`src/rtl/lock_on_tracker.sv`:
```
// Per-frame lock-on tracker: distance gating, exponential smoothing and a SEARCH/ACQUIRE/LOCKED/COAST FSM.
// Optional macro TRACK_SIZE_EN adds a smoothed pixel-count (track_size) register.
module lock_on_tracker #(
    parameter int ACQUIRE_FRAMES = 3,
    parameter int LOST_FRAMES    = 5,
    parameter int MAX_JUMP       = 24,
    parameter int SMOOTH_SHIFT   = 2
) (
    input  logic        clk,
    input  logic        reset,
    input  logic        calc_done,
    input  logic        target_valid,
    input  logic [7:0]  target_x,
    input  logic [6:0]  target_y,
    input  logic [15:0] pixel_count,
    output logic [7:0]  track_x,
    output logic [6:0]  track_y,
    output logic [1:0]  lock_state,
    output logic        locked,
    output logic        track_valid,
    output logic        update,
    output logic [15:0] track_size
);

    typedef enum logic [1:0] {
        SEARCH  = 2'd0,
        ACQUIRE = 2'd1,
        LOCKED  = 2'd2,
        COAST   = 2'd3
    } state_e;

    localparam logic [3:0] ACQ_N = 4'(ACQUIRE_FRAMES);
    localparam logic [3:0] LOST_N = 4'(LOST_FRAMES);
    localparam logic [9:0] MJ = 10'(MAX_JUMP);

    state_e      state_q, state_d;
    logic [3:0]  hit_q, hit_d;
    logic [3:0]  miss_q, miss_d;
    logic [7:0]  track_x_q, track_x_d;
    logic [6:0]  track_y_q, track_y_d;
    logic        update_q;
    logic        cd_q;
    logic        ev;
    logic        good;
    logic        gate_ok;
    logic        ld;
    logic        sm;
    logic [3:0]  hit_inc;
    logic [3:0]  miss_inc;

    logic signed [8:0] dx, sx;
    logic signed [7:0] dy, sy;
    logic [8:0]  adx;
    logic [7:0]  ady;

    assign ev = calc_done & ~cd_q;

    assign dx  = $signed({1'b0, target_x}) - $signed({1'b0, track_x_q});
    assign dy  = $signed({1'b0, target_y}) - $signed({1'b0, track_y_q});
    assign sx  = dx >>> SMOOTH_SHIFT;
    assign sy  = dy >>> SMOOTH_SHIFT;
    assign adx = dx[8] ? (~dx + 9'd1) : dx;
    assign ady = dy[7] ? (~dy + 8'd1) : dy;

    assign gate_ok = ({1'b0, adx} <= MJ) && ({2'b00, ady} <= MJ);
    // The gate only applies once a track exists.
    assign good = target_valid & ((state_q == SEARCH) | gate_ok);

    assign hit_inc  = hit_q + 4'd1;
    assign miss_inc = miss_q + 4'd1;

    always_ff @(posedge clk or posedge reset) begin
        if (reset) begin
            state_q   <= SEARCH;
            hit_q     <= '0;
            miss_q    <= '0;
            track_x_q <= '0;
            track_y_q <= '0;
            update_q  <= 1'b0;
            cd_q      <= 1'b0;
        end else begin
            state_q   <= state_d;
            hit_q     <= hit_d;
            miss_q    <= miss_d;
            track_x_q <= track_x_d;
            track_y_q <= track_y_d;
            update_q  <= ev;
            cd_q      <= calc_done;
        end
    end

    always_comb begin
        state_d = state_q;
        hit_d   = hit_q;
        miss_d  = miss_q;
        if (ev) begin
            unique case (state_q)
                SEARCH: begin
                    if (good) begin
                        state_d = ACQUIRE;
                        hit_d   = 4'd1;
                        miss_d  = '0;
                    end
                end
                ACQUIRE: begin
                    if (good) begin
                        hit_d = hit_inc;
                        if (hit_inc == ACQ_N) begin
                            state_d = LOCKED;
                            miss_d  = '0;
                        end
                    end else begin
                        state_d = SEARCH;
                        hit_d   = '0;
                        miss_d  = '0;
                    end
                end
                LOCKED: begin
                    if (good) begin
                        miss_d = '0;
                    end else if (LOST_N == 4'd1) begin
                        state_d = SEARCH;
                        hit_d   = '0;
                        miss_d  = '0;
                    end else begin
                        state_d = COAST;
                        miss_d  = 4'd1;
                    end
                end
                COAST: begin
                    if (good) begin
                        state_d = LOCKED;
                        miss_d  = '0;
                    end else if (miss_inc == LOST_N) begin
                        state_d = SEARCH;
                        hit_d   = '0;
                        miss_d  = '0;
                    end else begin
                        miss_d = miss_inc;
                    end
                end
            endcase
        end
    end

    // First hit loads the track directly; later hits are smoothed.
    always_comb begin
        ld = ev & good & (state_q == SEARCH);
        sm = ev & good & (state_q != SEARCH);
        track_x_d = track_x_q;
        track_y_d = track_y_q;
        if (ld) begin
            track_x_d = target_x;
            track_y_d = target_y;
        end else if (sm) begin
            track_x_d = 8'($unsigned(sx) + {1'b0, track_x_q});
            track_y_d = 7'($unsigned(sy) + {1'b0, track_y_q});
        end
    end

    assign track_x     = track_x_q;
    assign track_y     = track_y_q;
    assign lock_state  = state_q;
    assign locked      = state_q[1];
    assign track_valid = (state_q != SEARCH);
    assign update      = update_q;

`ifdef TRACK_SIZE_EN
    logic [15:0]        size_q, size_d;
    logic signed [16:0] ds, ss;

    assign ds = $signed({1'b0, pixel_count}) - $signed({1'b0, size_q});
    assign ss = ds >>> SMOOTH_SHIFT;

    always_comb begin
        size_d = size_q;
        if (ld)
            size_d = pixel_count;
        else if (sm)
            size_d = 16'($unsigned(ss) + {1'b0, size_q});
    end

    always_ff @(posedge clk or posedge reset) begin
        if (reset)
            size_q <= '0;
        else
            size_q <= size_d;
    end

    assign track_size = size_q;
`else
    logic unused_pc;
    assign unused_pc  = ^pixel_count;
    assign track_size = '0;
`endif

endmodule

```
`config.mk`:
```
export PLATFORM = sky130hd
export DESIGN_NAME = lock_on_tracker
export DESIGN_NICKNAME = d
export VERILOG_FILES = /design/src/rtl/lock_on_tracker.sv
export SDC_FILE = /design/constraint.sdc
export NUM_CORES = 1
export LEC_CHECK = 0
export CAP_MARGIN = 25
export CORE_MARGIN = 5
export CORE_UTILIZATION = 30
export DETAILED_ROUTE_END_ITERATION = 8
export DONT_BUFFER_PORTS = 1
export HOLD_SLACK_MARGIN = 0.06
export SYNTH_ARGS = -nofsm -noshare
export SYNTH_HDL_FRONTEND = slang
export SYNTH_SLANG_ARGS = --single-unit
```
`constraint.sdc`:
```
create_clock -name clk -period 9.2 [get_ports clk]
set_input_delay 0.46 -clock clk [delete_from_list [all_inputs] [get_ports clk]]
set_output_delay 0.46 -clock clk [all_outputs]
set_load 0.02 [all_outputs]
```
=== After elaboration in Yosys (flattened, before gate mapping) ===
Index checks and enable logic that the tools add are counted.

* Output and inout bits: 36
* Bits of input ports: 35
* Flip-flop bits (word level): 27

* Add/subtract/negate cells: 8
* Muxes and demuxes: 25
* Bitwise logic cells: 9
* Equal/unequal tests: 11
* Order comparisons: 2
* Reduce and logical (&&, ||, !) cells: 8

{| class="wikitable"
|+ Operator list
! operator !! count
|-
| two-way mux 4 bit || 9
|-
| two-way mux 8 bit || 3
|-
| case mux 4 bit (4 select lines) || 1
|-
| two-way mux 7 bit || 2
|-
| two-way mux 2 bit || 6
|-
| case mux 4 bit (3 select lines) || 1
|-
| AND reduction 5 bit || 2
|-
| adder 9 x 1 -> 9 bit (second input constant) || 1
|-
| less-or-equal comparator 9 x 5 -> 1 bit (second input constant) || 1
|-
| two-way mux 9 bit || 1
|-
| NOT 9 bit || 1
|-
| subtractor 8 x 8 -> 9 bit || 1
|-
| adder 4 x 1 -> 4 bit (second input constant) || 2
|-
| adder 8 x 1 -> 8 bit (second input constant) || 1
|-
| adder 8 bit || 1
|-
| less-or-equal comparator 8 x 5 -> 1 bit (second input constant) || 1
|-
| != test 2 bit (second input constant) || 4
|-
| NOT 8 bit || 1
|-
| case mux 2 bit (4 select lines) || 1
|-
| subtractor 7 x 7 -> 8 bit || 1
|-
| adder 7 bit || 1
|-
| != test 3 bit (second input constant) || 2
|-
| AND 1 bit || 5
|-
| equality test 2 bit (second input constant) || 2
|-
| 11 further kinds || 12
|}

=== Longest topological paths before layout ===
* Depth in word-level cells: 12
* Gate-level depth with buffers: 18
* Depth with buffers taken out: 18

=== Worst setup path after synthesis ===
No wires, ideal clock.

* Path type: register -> register
* Start: register track_y_q[0], in the netlist track_y[0]
* End: register track_y_q[6], in the netlist track_y[6]
* Arrival: 3216 ps
* Stages on the path, launching flop included: 17
* Slack: 5905 ps
* Library setup time: 80 ps
* Period minus slack after synthesis: 3295 ps
* Path buffers: 0
* Path through: dfrtp_1 -> ha_1 -> inv_1 -> fa_1 -> a211oi_1 -> nor2_1 -> xor2_1 -> ha_1 -> nor2b_1 -> o21ai_0 -> nand2b_1 -> a21o_1 -> a21oi_1 -> xnor2_1 -> nor2_1 -> a211oi_1 -> a2bb2oi_1

* Cells in the longest elaborated chain, start to end: 11

{| class="wikitable"
|+ Ends and longest elaborated chain
! item !! line !! source
|-
| start: declaration || 40 || <nowiki>logic [6:0] track_y_q, track_y_d;</nowiki>
|-
| start signal: assignment || 86 || <nowiki>track_y_q <= track_y_d;</nowiki>
|-
| subtractor 7 x 7 -> 8 bit || 59 || <nowiki>assign dy = $signed({1'b0, target_y}) - $signed({1'b0, track_y_q});</nowiki>
|-
| NOT 8 bit || 63 || <nowiki>assign ady = dy[7] ? (~dy + 8'd1) : dy;</nowiki>
|-
| adder 8 x 1 -> 8 bit || 63 ||
|-
| two-way mux 8 bit || 63 ||
|-
| less-or-equal comparator 8 x 5 -> 1 bit || 65 || <nowiki>assign gate_ok = ({1'b0, adx} <= MJ) && ({2'b00, ady} <= MJ);</nowiki>
|-
| logical AND 1 bit || 65 ||
|-
| OR 1 bit || 67 || <nowiki>assign good = target_valid & ((state_q == SEARCH) | gate_ok);</nowiki>
|-
| AND 1 bit || 67 ||
|-
| AND 1 bit || 148, 149 ||
|-
| AND 1 bit, on equally long branches || 148, 149 ||
|-
| two-way mux 7 bit / nonzero test 2 bit (equally long branches) || -- ||
|}

Parallel ways exist; a longest one is shown, timed or not. The select of a mux whose other input is x is not followed.
A chain may end at the register's enable or synchronous reset.

=== Worst setup path after layout ===
* Start: register track_x_q[0], in the netlist track_x[0]
* End: register track_x_q[0], in the netlist track_x[0]

* Cells in the longest elaborated chain, start to end: 11

{| class="wikitable"
|+ Ends and longest elaborated chain
! item !! line !! source
|-
| start: declaration || 39 || <nowiki>logic [7:0] track_x_q, track_x_d;</nowiki>
|-
| start signal: assignment || 85 || <nowiki>track_x_q <= track_x_d;</nowiki>
|-
| subtractor 8 x 8 -> 9 bit || 58 || <nowiki>assign dx = $signed({1'b0, target_x}) - $signed({1'b0, track_x_q});</nowiki>
|-
| NOT 9 bit || 62 || <nowiki>assign adx = dx[8] ? (~dx + 9'd1) : dx;</nowiki>
|-
| adder 9 x 1 -> 9 bit || 62 ||
|-
| two-way mux 9 bit || 62 ||
|-
| less-or-equal comparator 9 x 5 -> 1 bit || 65 ||
|-
| logical AND 1 bit || 65 ||
|-
| OR 1 bit || 67 ||
|-
| AND 1 bit || 67 ||
|-
| AND 1 bit || 148, 149 ||
|-
| AND 1 bit, on equally long branches || 148, 149 ||
|-
| two-way mux 8 bit / nonzero test 2 bit (equally long branches) || -- ||
|}

Parallel ways exist; a longest one is shown, timed or not. The select of a mux whose other input is x is not followed.

==> key figures <==
Clock network
  • CTS root buf: clkbuf_8
  • Clock tree buffer depth: 2
  • CTS tree: built
  • Setup Buffers After CTS: 0
  • Clk sink count: 27
  • Total CTS buffers: 3
  • Hold-fix buffers, CTS: 0
  • H-tree depth: 1
  • Clk slew on worst S/H paths: 110 ps
  • PostCTS Resize Cnt: 0
  • Clk_lat worst skew: 280 ps

Worst setup path
  • Crit path DAT: 4070 ps
  • Crit end category: flop
  • Max FO, Critical Path: 16
  • Required @ worst endpoint: 9370 ps
  • Startpoint Class: flop
  • R2R setup slack: 5300 ps
  • Worst Path Class, Setup: flop to flop

Status
  • Outcome: finished, final reports clean

Floorplan
  • IO Pins: 71
  • Core Area: 0.009729 mm²
  • Die height: around 110 µm
  • Die area: 0.01201 mm²
  • Die W: 109.6 µm
  • Starting Density: 0.3058
  • Std-Cell Rows: 36

Yosys
  • Syn_area_per_cell: about 8.6 µm²
  • Synth Flop Type: dfrtp_1
  • YS warnings: 0
  • Yosys top cell area share: 0.2271
  • Cell type with the largest total area after synthesis: dfrtp_1
  • Most common cell in the netlist: inv_1
  • Synth async-reset ratio: 1.000
  • Top area cells in the synthesized netlist: dfrtp_1 (23%), ha_1 (13%), a21oi_1 (5.7%), inv_1 (4.8%), mux2i_1 (4.7%)
  • Number of synthesized flops with an enable pin: 0
  • Seq/Total Area, Yosys: 0.2271
  • Mapped Cells: approximately 350
  • #FFs+latches synth: 27
  • Post-synth top cells: inv_1 (38), a21oi_1 (34), ha_1 (32), dfrtp_1 (27), nor2_1 (24)
  • Synth Cell Area: 0.002975 mm²
  • Distinct cell type count after synthesis: 58

Place
  • Gpl congestion: 0.8471
  • I/O Buffers: 0
  • Post-Place Cells: between 400 and 500
  • DP HPWL: 5261 µm

Route
  • Wirelength, routed: between 6000 and 7000 µm
  • TritonRoute pass-1 iters: 4
  • Routed WL per cell: 13.92 µm
  • Vias/cell: 4.985
  • Post-route ant nets: 0
  • # DRC: 0
  • DRT iter0 DRCs: about 190
  • Vias: 2383

Cells and area
  • Flip-flop and latch area: just under 700 µm²
  • Layout Cells excl Fill: 478
  • FILL cells: 1045
  • Multi-input logic area: 0.002054 mm²
  • Ant diodes: 0
  • Final nets: 417
  • Area grow syn2layout: 4.415%
  • Layout cells sized above 1: 0.06667

STA
  • Slew @ Worst Pin: 894.1 ps
  • # setup viols final: 0
  • Rel. slew slack: 0.3964
  • Fmax: 256.2 MHz
  • Final setup TNS: 0 ps
  • Fin crit period: 3903 ps
  • Slew Viols, Final: 0
  • RSZ-0062 raised after global routing: no
  • Worst hold slack: 119.6 ps
  • Final Hold Fails: 0
  • Skew final: 10.58 ps
  • Fin crit share: 0.4242

Global route
  • Total track usage: 0.1117
  • Pin count of the biggest net entering global routing: 28
  • Initial antenna violation count: 0
  • First-pass GRT wire length: approximately 11000 µm
  • Gr ovfl total: 0
  • Number of global-route vias before repair: 2336

Hold path
  • Type of the most critical hold path: input port to async pin

Pwr
  • Max rail drop VDD: 0.1196 mV
  • Pwr Density: ~430 mW/mm²
  • P_leak: 1.414 nW

Job
  • Number of max-cap violations: 0
final timing paths:
kind	start	endpoint	cells past startpoint
worst max-delay path	track_x[0]$_DFFE_PP0P_	track_x[0]$_DFFE_PP0P_	12
worst min-delay path	reset	hit_q[2]$_DFFE_PP0P_	2
worst max register to register	track_x[0]$_DFFE_PP0P_	track_x[0]$_DFFE_PP0P_	12
worst min register to register	cd_q$_DFF_PP0_	update$_DFF_PP0_	1
max in group asynchronous	reset	track_x[0]$_DFFE_PP0P_	2
min in group clk	calc_done	cd_q$_DFF_PP0_	0
state kept, by name, indices dropped and copies added, names as in the netlist, named ones only:
name and flops:
cd_q 1, hit_q 4, miss_q 4, track_y 7, lock_state 1, update 1
track_x 8
kinds of logic (layout without fill, tap and decap cells):
kind of cell             count (synthesis)  in the layout  share of synthesized area
AO/OA/AOI/OAI                          102            102                     0.2405
AND/OR/NAND/NOR                         82             82                     0.1451
buffers and inverters                   61             44                     0.1022
adder cells (fa/ha/maj)                 36             36                     0.1615
flip-flops                              27             27                     0.2271
XOR/XNOR                                20             20                    0.05887
multiplexers                            18             18                    0.06349
other                                    1             16                   0.001260
power by group:
group,internal (W),total (W),switching (W)
combinational,0.000432,0.000995,0.000562
sequential,0.000161,0.000266,0.000105
clock,0.0000312,0.0000744,0.0000432
total,0.000625,0.00133,0.000710
metrics by stage:
stage / utilization / power (W) / area [µm²] / setup slack (ps)
floorplan: - / 0.001092 / 3032 / 5905
CTS: 0.3178 / 0.001342 / 3092 / 5286
global placement: 0.3131 / 0.001228 / 3047 / 5356
detailed placement: 0.3131 / 0.001259 / 3047 / 5308
finish: 0.3193 / 0.001335 / 3107 / 5297
global route: 0.3193 / 0.001512 / 3107 / 5038
per-layer routing:
metal	GRT usage	wire, µm
met3	0.03053	433
met5	0	0
met4	0.01425	49
met2	0.1835	3043
met1	0.1505	3127
area by class of cell:
cell class                      instances  area share
Timing Repair Buffer                    2    0.007249
Clock buffer                            4     0.01450
Inverter                               38     0.04591
Sequential cell                        27      0.2175
Multi-Input combinational cell        274      0.6613
Tap cell                              133     0.05356
placed cells by master (no fill, tap or decap), types with 12 or more instances in the layout:
| cell type | Yosys | layout |
|---|---|---|
| a21oi_1 | 34 | 34 |
| conb_1 | 1 | 16 |
| dfrtp_1 | 27 | 27 |
| ha_1 | 32 | 32 |
| inv_1 | 38 | 38 |
| mux2i_1 | 14 | 14 |
| nand2_1 | 14 | 14 |
| nor2_1 | 24 | 23 |
| o21ai_0 | 19 | 19 |
| xnor2_1 | 12 | 12 |
critical path: stages, from the launching register on:
cell and delay [ps]:
dfrtp_1 510, ha_1 290, inv_1 70, fa_1 400, and3_1 180, o21ai_0 300
nand2b_1 90, a21oi_1 180, xnor2_1 260, o2111a_2 370, o211ai_4 110, a21oi_4 630
mux2_2 400
Note: power is estimated with default switching activity, not from simulation.
